## src/rtl/iw_constant_encoder_if.sv

```systemverilog
// Request/stream bundle for the IW move-wide constant encoder.
// Both channels use valid/ready: a transfer happens on a rising clock edge where valid && ready; the sender holds its payload stable while valid && !ready.
interface iw_constant_encoder_if;
  logic        req_valid;
  logic        req_ready;
  logic [63:0] req_value;
  logic [4:0]  req_rd;
  logic        out_valid;
  logic        out_ready;
  logic [31:0] out_instr;
  logic        out_last;

  // Encoder side.
  modport slave (
    input  req_valid, req_value, req_rd, out_ready,
    output req_ready, out_valid, out_instr, out_last
  );

  // Requester / instruction consumer side.
  modport master (
    output req_valid, req_value, req_rd, out_ready,
    input  req_ready, out_valid, out_instr, out_last
  );
endinterface

```

## src/rtl/iw_constant_encoder.sv

```systemverilog
// Streams the shortest MOVZ/MOVK sequence that loads a 64-bit constant into Rd,
// one 32-bit IW word per handshake, halfwords in ascending order.
module iw_constant_encoder #(
  parameter int unsigned SKIP_ZERO = 1
) (
  input  logic                  clock,
  input  logic                  reset,
  iw_constant_encoder_if.slave  bus,
  output logic                  busy,
  output logic                  state_dbg
);

  localparam logic [8:0] OP_MOVZ = 9'b110100101;
  localparam logic [8:0] OP_MOVK = 9'b111100101;

  typedef enum logic {IDLE = 1'b0, EMIT = 1'b1} state_t;

  state_t      state;
  logic [3:0]  mask_q;
  logic        first_q;
  logic [63:0] value_q;
  logic [4:0]  rd_q;
  logic [31:0] instr_q;
  logic        last_q;

  logic [3:0]  accept_mask;
  logic [3:0]  next_mask;

  function automatic logic [1:0] low_idx(input logic [3:0] m);
    logic [1:0] idx;
    casez (m)
      4'b???1: idx = 2'd0;
      4'b??10: idx = 2'd1;
      4'b?100: idx = 2'd2;
      default: idx = 2'd3;
    endcase
    return idx;
  endfunction

  function automatic logic one_hot(input logic [3:0] m);
    return (m != 4'b0000) && ((m & (m - 4'd1)) == 4'b0000);
  endfunction

  function automatic logic [15:0] halfword(input logic [63:0] v, input logic [1:0] n);
    logic [15:0] hw;
    case (n)
      2'd0:    hw = v[15:0];
      2'd1:    hw = v[31:16];
      2'd2:    hw = v[47:32];
      default: hw = v[63:48];
    endcase
    return hw;
  endfunction

  // Word for the lowest pending halfword of mask m; the first word is always MOVZ.
  function automatic logic [31:0] encode(input logic [63:0] v, input logic [4:0] rd,
                                         input logic [3:0] m, input logic first);
    logic [1:0] n;
    n = low_idx(m);
    return {(first ? OP_MOVZ : OP_MOVK), n, halfword(v, n), rd};
  endfunction

  always_comb begin
    accept_mask = 4'b1111;
    if (SKIP_ZERO != 0) begin
      for (int i = 0; i < 4; i++) begin
        accept_mask[i] = (halfword(bus.req_value, 2'(i)) != 16'h0000);
      end
      // An all-zero constant still needs one MOVZ to clear the register.
      if (accept_mask == 4'b0000) accept_mask = 4'b0001;
    end
  end

  assign next_mask = mask_q & ~(4'b0001 << low_idx(mask_q));

  always_ff @(posedge clock or negedge reset) begin
    if (!reset) begin
      state   <= IDLE;
      mask_q  <= 4'b0000;
      first_q <= 1'b0;
      value_q <= 64'h0;
      rd_q    <= 5'd0;
      instr_q <= 32'h0;
      last_q  <= 1'b0;
    end else begin
      case (state)
        IDLE: begin
          if (bus.req_valid) begin
            state   <= EMIT;
            mask_q  <= accept_mask;
            first_q <= 1'b1;
            value_q <= bus.req_value;
            rd_q    <= bus.req_rd;
            instr_q <= encode(bus.req_value, bus.req_rd, accept_mask, 1'b1);
            last_q  <= one_hot(accept_mask);
          end
        end
        EMIT: begin
          if (bus.out_ready) begin
            mask_q  <= next_mask;
            first_q <= 1'b0;
            if (last_q) begin
              state   <= IDLE;
              instr_q <= 32'h0;
              last_q  <= 1'b0;
            end else begin
              instr_q <= encode(value_q, rd_q, next_mask, 1'b0);
              last_q  <= one_hot(next_mask);
            end
          end
        end
        default: state <= IDLE;
      endcase
    end
  end

  assign bus.req_ready = (state == IDLE);
  assign bus.out_valid = (state == EMIT);
  assign bus.out_instr = instr_q;
  assign bus.out_last  = last_q;
  assign busy          = (state == EMIT);
  assign state_dbg     = state;

endmodule

```

## src/flat_wrapper.sv

```systemverilog
// flat-port wrapper written by rule: the top's interface ports become plain ports
module iw_constant_encoder_flat 
#(
  parameter int unsigned SKIP_ZERO = 1
)
  (clock, reset, busy, state_dbg, bus_req_valid, bus_req_value, bus_req_rd, bus_out_ready, bus_req_ready, bus_out_valid, bus_out_instr, bus_out_last);
  iw_constant_encoder_if bus_i ();
  input  logic clock;
  input  logic reset;
  output logic busy;
  output logic state_dbg;
  input wire logic [$bits(bus_i.req_valid)-1:0] bus_req_valid;
  input wire logic [$bits(bus_i.req_value)-1:0] bus_req_value;
  input wire logic [$bits(bus_i.req_rd)-1:0] bus_req_rd;
  input wire logic [$bits(bus_i.out_ready)-1:0] bus_out_ready;
  output wire logic [$bits(bus_i.req_ready)-1:0] bus_req_ready;
  output wire logic [$bits(bus_i.out_valid)-1:0] bus_out_valid;
  output wire logic [$bits(bus_i.out_instr)-1:0] bus_out_instr;
  output wire logic [$bits(bus_i.out_last)-1:0] bus_out_last;
  assign bus_i.req_valid = bus_req_valid;
  assign bus_i.req_value = bus_req_value;
  assign bus_i.req_rd = bus_req_rd;
  assign bus_i.out_ready = bus_out_ready;
  assign bus_req_ready = bus_i.req_ready;
  assign bus_out_valid = bus_i.out_valid;
  assign bus_out_instr = bus_i.out_instr;
  assign bus_out_last = bus_i.out_last;
  iw_constant_encoder #(.SKIP_ZERO(SKIP_ZERO)) u_core (.clock(clock), .reset(reset), .bus(bus_i), .busy(busy), .state_dbg(state_dbg));
endmodule
```

## config.mk

```make
export PLATFORM = sky130hd
export DESIGN_NAME = iw_constant_encoder_flat
export DESIGN_NICKNAME = d
export VERILOG_FILES = /design/src/rtl/iw_constant_encoder_if.sv /design/src/rtl/iw_constant_encoder.sv /design/src/flat_wrapper.sv
export SDC_FILE = /design/constraint.sdc
export NUM_CORES = 1
export LEC_CHECK = 0
export ABC_AREA = 0
export BUFFER_PORTS_ARGS = -buffer_cell sky130_fd_sc_hd__buf_4
export CORE_ASPECT_RATIO = 1.5
export CORE_MARGIN = 4
export CORE_UTILIZATION = 30
export DETAILED_ROUTE_END_ITERATION = 6
export SLEW_MARGIN = 20
export SYNTH_ARGS = -nofsm -noshare
export SYNTH_HDL_FRONTEND = slang
export SYNTH_SLANG_ARGS = --single-unit
```

## constraint.sdc

```tcl
create_clock -name clock -period 4.9 [get_ports clock]
set_input_delay 0.245 -clock clock [delete_from_list [all_inputs] [get_ports clock]]
set_output_delay 0.245 -clock clock [all_outputs]
set_load 0.05 [all_outputs]
```

==> metrics.yaml, run 1 <==
cells_and_area:
  drive_above_1_share_pct: 22.97
  final_area_sq_um: 5341
  synthToLayoutAreaGrowth_pct: 26.79
  antenna_cells: 0
  nets: 649
yosys:
  avgSynthCellArea_sq_um: 8.511
  synthDistinctLibCells: 34
  synthTopCellsByArea: "dfrtp_1 (50%), nand2_1 (17%), a221oi_1 (3.5%)"
  yosysWarnings: 0
  synth_flop_cell: "dfrtp_1"
  yosys.cell_count.top_type: "nand2_1"
  synth_edf_count: 0
  synth_cells: 495
  yosys.area_share.simple_pct: 26.73
  yosys-top-cells-count: "nand2_1 (190), dfrtp_1 (84), clkbuf_1 (30)"
  synth_top_family_by_area: "simple AND/OR/NAND/NOR gates"
  synth_area_sq_um: 4213
  synth_xor_area_share_pct: 0.4158
  synth_adder_area_share_pct: 0
  synth_top_area_share_pct: 49.90
  ys_seq_area_share_pct: 49.90
  synthArstFlopShare_pct: 100.0
  yosysTopAreaCell: "dfrtp_1"
  synth-compound-area-share_pct: 17.64
  ys_ff_latch: 84
  synthMuxAreaShare_pct: 0
clock_network:
  cts_tree: "done"
  cts.clk_slew.worst_paths_ps: 60
  post_cts_resized: 0
  cts_hold_buf: 0
  worstSkewPairLatency_ps: 330
  ctsHtreeMaxLevel: 3
  post_cts_buffers: 0
  clock_sinks: 84
  root_buffer: "clkbuf_16"
  cts_buffer_depth: 2
  cts_inserted_buffers: 9
die:
  initial_core_util_pct: 30.83
  ios: 110
  row_count: 52
  die_height_um: 153.1
  core_area_sq_um: 13660
  dieArea_sq_um: 16040
  die_w_um: 104.8
sta:
  hold_violations: 46
  fin_crit_sh_pct: 52.96
  slew_violations: 0
  fin_crit_ps: 2595
  slew_headroom_pct: 38.64
  max_freq_mhz: 385.3
  finalSetupViolCount: 0
  finalClockSkew_ps: 5.117
  finalWorstSetupSlack_ps: 2305
  fin_setup_tns_ps: 0
  rsz0062_at_grt: "false"
  holdWs_ps: -50.37
  tightest_slew_ps: 920.5
detailed_routing:
  wl_met3_um: 759
  vias: 3983
  vias_per_cell: 5.375
  wl_met1_um: 5447
  detail-route-antenna-nets: 0
  dr.first_iter.drc_count: 284
  met2_wirelength_um: 7097
  wl_um: 13750
  routed.top_layer: "met4"
  wl_per_cell_um: 18.56
  drt-pass1-iter-count: 4
  route.detailed.drc: 0
pwr:
  p_switching_mw: 1.395
  p_comb_share_pct: 43.0
  netSwitchingFraction_pct: 42.91
  internal-power_mw: 1.855
  p_leak_nw: 2.593
  p_clk_share_pct: 19.5
  p_seq_share_pct: 37.5
  irDropWorstVdd_uv: 197.6
  power_mw: 3.250
  powerDensity_nw_per_um2: 608.4
place:
  io_buffers: 106
  pre_cts_slack_ps: 2294
  finalWeightedCongestion: 0.8337
  dp_hpwl_um: 10060
  placed_area_sq_um: 5065
setup_path:
  r2r-start: "u_core.mask_q[0]$_DFFE_PN0P_"
  criticalPathCategory: "flop to flop"
  r2r_end: "u_core.bus.out_instr[8]$_DFFE_PN0P_"
  worstPathArrival_ps: 2770
  cp-start-kind: "flop"
  cp_data_required_time_ps: 5080
  worstPathMaxFanout: 18
  worstRegToRegCells: 6
  reg2reg_slack_ps: 2300
  end_kind: "flop"
grt:
  grt_pass1_vias: 4058
  grt_max_degree: 85
  gr-usage-all-layers_pct: 17.27
  grt_first_pass_wirelength_um: 21860
  antenna_found_initial: 0
  grt.overflow.total: 0
run:
  cap_violations: 0
run_status:
  status: "finished, violations left"
  violations: "negative hold slack"
worst_hold_path:
  hp-class: "input port to asynchronous set/reset pin"
==> through the flow <==
stage	utilization [%]	cells
4_1_cts	39.07	741
3_3_place_gp	37.07	727
2_1_floorplan	-	497
6_report	39.09	741
3_5_place_dp	37.07	727
5_1_grt	39.09	741
==> worst max path at each step <==
| stage | startpoint | end | cells past startpoint |
|---|---|---|---|
| 5_1_grt | u_core.mask_q[0]$_DFFE_PN0P_ | u_core.bus.out_instr[8]$_DFFE_PN0P_ | 6 |
| 2_1_floorplan | u_core.bus.out_valid$_DFF_PN0_ | u_core.bus.out_instr[12]$_DFFE_PN0P_ | 5 |
| 3_3_place_gp | bus_req_value[16] | u_core.bus.out_instr[5]$_DFFE_PN0P_ | 6 |
| 4_1_cts | u_core.mask_q[0]$_DFFE_PN0P_ | u_core.bus.out_instr[8]$_DFFE_PN0P_ | 6 |
| 6_report | u_core.mask_q[0]$_DFFE_PN0P_ | u_core.bus.out_instr[8]$_DFFE_PN0P_ | 6 |
| 3_5_place_dp | bus_req_value[16] | u_core.bus.out_instr[10]$_DFFE_PN0P_ | 6 |
==> cell usage in the layout, fill, tap and decap left out, types with 2 or more instances in the layout <==
| cell type | n |
|---|---|
| nand3_1 | 11 |
| and2_1 | 2 |
| nand2_1 | 190 |
| a31oi_1 | 2 |
| or4_1 | 2 |
| a22o_1 | 17 |
| xor2_1 | 2 |
| nand4_1 | 3 |
| o21ai_0 | 18 |
| dfrtp_1 | 84 |
| nand2b_1 | 17 |
| clkbuf_16 | 9 |
| o21ai_1 | 10 |
| conb_1 | 3 |
| buf_4 | 111 |
| inv_1 | 2 |
| and4_1 | 3 |
| clkbuf_1 | 2 |
| a21oi_1 | 21 |
| nor2_1 | 7 |
| nor4_1 | 12 |
| clkinv_2 | 2 |
| nor4_2 | 4 |
| a221oi_1 | 17 |
| o221ai_1 | 16 |
==> cell type report <==
class | instances | area (sq um)
flip-flops and latches | 84 | 2102
well taps | 162 | 202.7
clock buffers | 11 | 232.7
repair buffers | 112 | 844.6
inverters | 2 | 7.507
fillers | 1411 | 8322
clock inverters | 3 | 40.04
multi-input cells | 367 | 1912
==> state kept, by name, indices dropped and copies added (netlist names) <==
signal                count
u_core.rd_q               5
u_core.bus.out_instr     25
u_core.mask_q             4
u_core.bus.out_last       1
u_core.value_q           48
u_core.bus.out_valid      1
==> power groups by stage <==
| stage | sequential [mW] | combinational (mW) | clock (mW) |
|---|---|---|---|
| CTS | 1.22 | 1.40 | 0.651 |
| detailed placement | 1.22 | 1.40 | 0 |
| global route | 1.25 | 1.52 | 0.682 |
| finish | 1.22 | 1.40 | 0.634 |
| global placement | 1.21 | 1.37 | 0 |
| floorplan | 1.49 | 0.691 | 0 |
==> kinds of logic after synthesis <==
kind of cell    after synthesis
flops                        84
simple gates                255
other cells                   1
buf+inv                      46
xor+xnor                      2
compound gates              107
==> worst max-delay path, cell delays in order (launching register included) <==
cell,delay [ps]
dfrtp_1,450
xor2_1,200
and2_1,750
nor2_1,370
buf_4,290
a21oi_1,230
o221ai_1,140
==> routing by layer <==
metal / global-route usage (%) / up-vias
met5: 0 / -
met4: 8.318 / 0
met3: 3.038 / 26
met2: 29.81 / 167
met1: 20.66 / 1921
li1: - / 1869
Power figures use the tool's default switching activity.
==> run 2, diff against run 1 <==
==> constraint.sdc (replaced) <==
create_clock -name clock -period 2.5 [get_ports clock]
set_input_delay 0.125 -clock clock [delete_from_list [all_inputs] [get_ports clock]]
set_output_delay 0.125 -clock clock [all_outputs]
set_load 0.05 [all_outputs]
==> run 2 against run 1 <==
Net effect: the flow still finishes with violations (negative hold slack); clock power is 120% higher; sequential power is 96% higher; routed wire length about the same; first-iteration DRC count down 17%; combinational power up 100%; critical path depth increased by 2; worst setup slack got worse by 2000 ps; global-route usage rose by 0.12 points; clock skew grew 4.0 ps; sequential cell count is the same; via count is 3.5% higher; largest cell class unchanged; largest power group unchanged; highest routed layer unchanged.
==> metrics.yaml, run 2 (synthesis gave the netlist of run 1 again) <==
detailed_routing:
  wl_met3_um: 661
  routed.top_layer: "met4"
  vias_per_cell: 5.226
  drt-pass1-iter-count: 5
  detail-route-antenna-nets: 0
  wl_met1_um: 5471
  met2_wirelength_um: 6965
  route.detailed.drc: 0
  vias: 4123
  dr.first_iter.drc_count: 235
  wl_per_cell_um: 17.44
  wl_um: 13760
clock_network:
  worstSkewPairLatency_ps: 350
  post_cts_resized: 0
  clock_sinks: 84
  cts_buffer_depth: 2
  cts_tree: "done"
  ctsHtreeMaxLevel: 3
  cts.clk_slew.worst_paths_ps: 70
  cts_inserted_buffers: 9
  root_buffer: "clkbuf_16"
pwr:
  p_clk_share_pct: 20.9
  powerDensity_nw_per_um2: 1131
  p_comb_share_pct: 42.8
  netSwitchingFraction_pct: 43.19
  irDropWorstVdd_uv: 414.2
  p_leak_nw: 2.811
  p_switching_mw: 2.845
  internal-power_mw: 3.742
  p_seq_share_pct: 36.3
sta:
  hold_violations: 1
  fin_crit_ps: 2237
  max_freq_mhz: 447.0
  holdWs_ps: -0.1256
  finalSetupViolCount: 0
  rsz0062_at_grt: "false"
  fin_setup_tns_ps: 0
  slew_headroom_pct: 51.02
  slew_violations: 0
  finalClockSkew_ps: 9.104
  fin_crit_sh_pct: 89.49
  tightest_slew_ps: 734.7
  finalWorstSetupSlack_ps: 262.8
grt:
  grt_max_degree: 71
  antenna_found_initial: 0
  gr-usage-all-layers_pct: 17.39
  grt_pass1_vias: 4204
  grt.overflow.total: 0
  grt_first_pass_wirelength_um: 22080
setup_path:
  r2r-start: "u_core.bus.out_valid$_DFF_PN0_"
  startpoint: "bus_req_value[28]"
  worstPathArrival_ps: 2430
  reg2reg_slack_ps: 430
  worstPathMaxFanout: 8
  cp_data_required_time_ps: 2690
  r2r_end: "u_core.bus.out_instr[7]$_DFFE_PN0P_"
  endpoint: "u_core.bus.out_instr[7]$_DFFE_PN0P_"
  worstRegToRegCells: 4
  end_kind: "flop"
  criticalPathCategory: "input port to flop"
  cp-start-kind: "input port"
cells_and_area:
  top_register: "u_core.value_q"
  final_common_cell: "nand2_1"
  fin_cells: 789
  multi_input_area_sq_um: 1912
  register_area_sq_um: 2102
  fillCellCount: 1372
  nets: 695
  drive_above_1_share_pct: 23.76
  largest_register_ff_count: 48
  synthToLayoutAreaGrowth_pct: 38.28
  antenna_cells: 0
  final_cell_mix: "nand2_1 (190), buf_4 (122), dfrtp_1 (84)"
  final_area_sq_um: 5826
  utilization_pct: 42.64
die:
  die_height_um: 153.1
  initial_core_util_pct: 30.83
  ios: 110
  dieArea_sq_um: 16040
  core_area_sq_um: 13660
  die_w_um: 104.8
  row_count: 52
worst_hold_path:
  hp-class: "input port to flop"
place:
  pre_cts_slack_ps: 394.2
  place_inst: 739
  placed_area_sq_um: 5180
  io_buffers: 106
  dp_hpwl_um: 10300
  finalWeightedCongestion: 0.8644
run_status:
  status: "finished, violations left"
  violations: "negative hold slack"
run:
  cap_violations: 0
==> run 2: cell types whose count changed in the layout (fill, tap and decap cells not counted), sizes merged <==
cell / previous run / this run
dlygate4sd3: 0 / 34
clkinv: 2 / 1
buf: 112 / 124
clkbuf: 11 / 9
clkinvlp: 0 / 2
inv: 2 / 5
==> run 2: layout make-up <==
cell class,count,area share (%)
Sequential cell,84,36.08
Clock buffer,9,3.866
Tap cell,162,3.479
Multi-Input combinational cell,367,32.82
Clock inverter,7,1.375
Timing Repair Buffer,158,22.25
Inverter,2,0.1289
==> run 2: what timing repair did <==
| action | 4_1_cts | 5_1_grt |
|---|---|---|
| buffers inserted | 0 | 0 |
| hold endpoints to repair | 88 | 0 |
| hold buffers | 34 | 0 |
==> run 2: metrics by stage <==
stage          hold WS (ps)  total power [mW]
2_1_floorplan        -170.6             4.265
3_3_place_gp          222.1             5.150
3_5_place_dp          229.3             5.211
4_1_cts               1.305             6.638
5_1_grt               5.942             7.015
6_report            -0.1256             6.587
==> run 2: how the worst min path moves through the flow <==
stage,startpoint,end,slack (ps),depth (start not counted)
after floorplan,reset,u_core.bus.out_instr[0]$_DFFE_PN0P_,-170,0
after global placement,reset,u_core.value_q[18]$_DFFE_PN0P_,220,1
after detailed placement,reset,u_core.value_q[18]$_DFFE_PN0P_,230,1
after CTS,bus_req_value[35],u_core.value_q[35]$_DFFE_PN0P_,1,3
after global routing,bus_req_value[52],u_core.value_q[52]$_DFFE_PN0P_,6,3
final,bus_req_value[46],u_core.value_q[46]$_DFFE_PN0P_,-0.1,3
==> run 2: worst max-delay path: stages <==
cell and delay (ps):
dlygate4sd3_1 530, buf_4 150, nor4_1 420, nand4_1 170
or4_1 520, buf_4 180, o21ai_0 170, o221ai_1 140
==> run 2: routing by layer <==
metal | vias to the layer above | GRT usage (%)
li1 | 1969 | -
met1 | 1953 | 21.07
met2 | 166 | 28.99
met3 | 35 | 2.996
met4 | 0 | 9.944
met5 | - | 0
==> run 2: power groups by stage <==
stage	clock network [mW]	registers, mW	logic, mW
CTS	1.40	2.39	2.85
floorplan	0	2.91	1.35
global route	1.46	2.47	3.09
finish	1.38	2.39	2.82
detailed placement	0	2.41	2.80
global placement	0	2.39	2.76
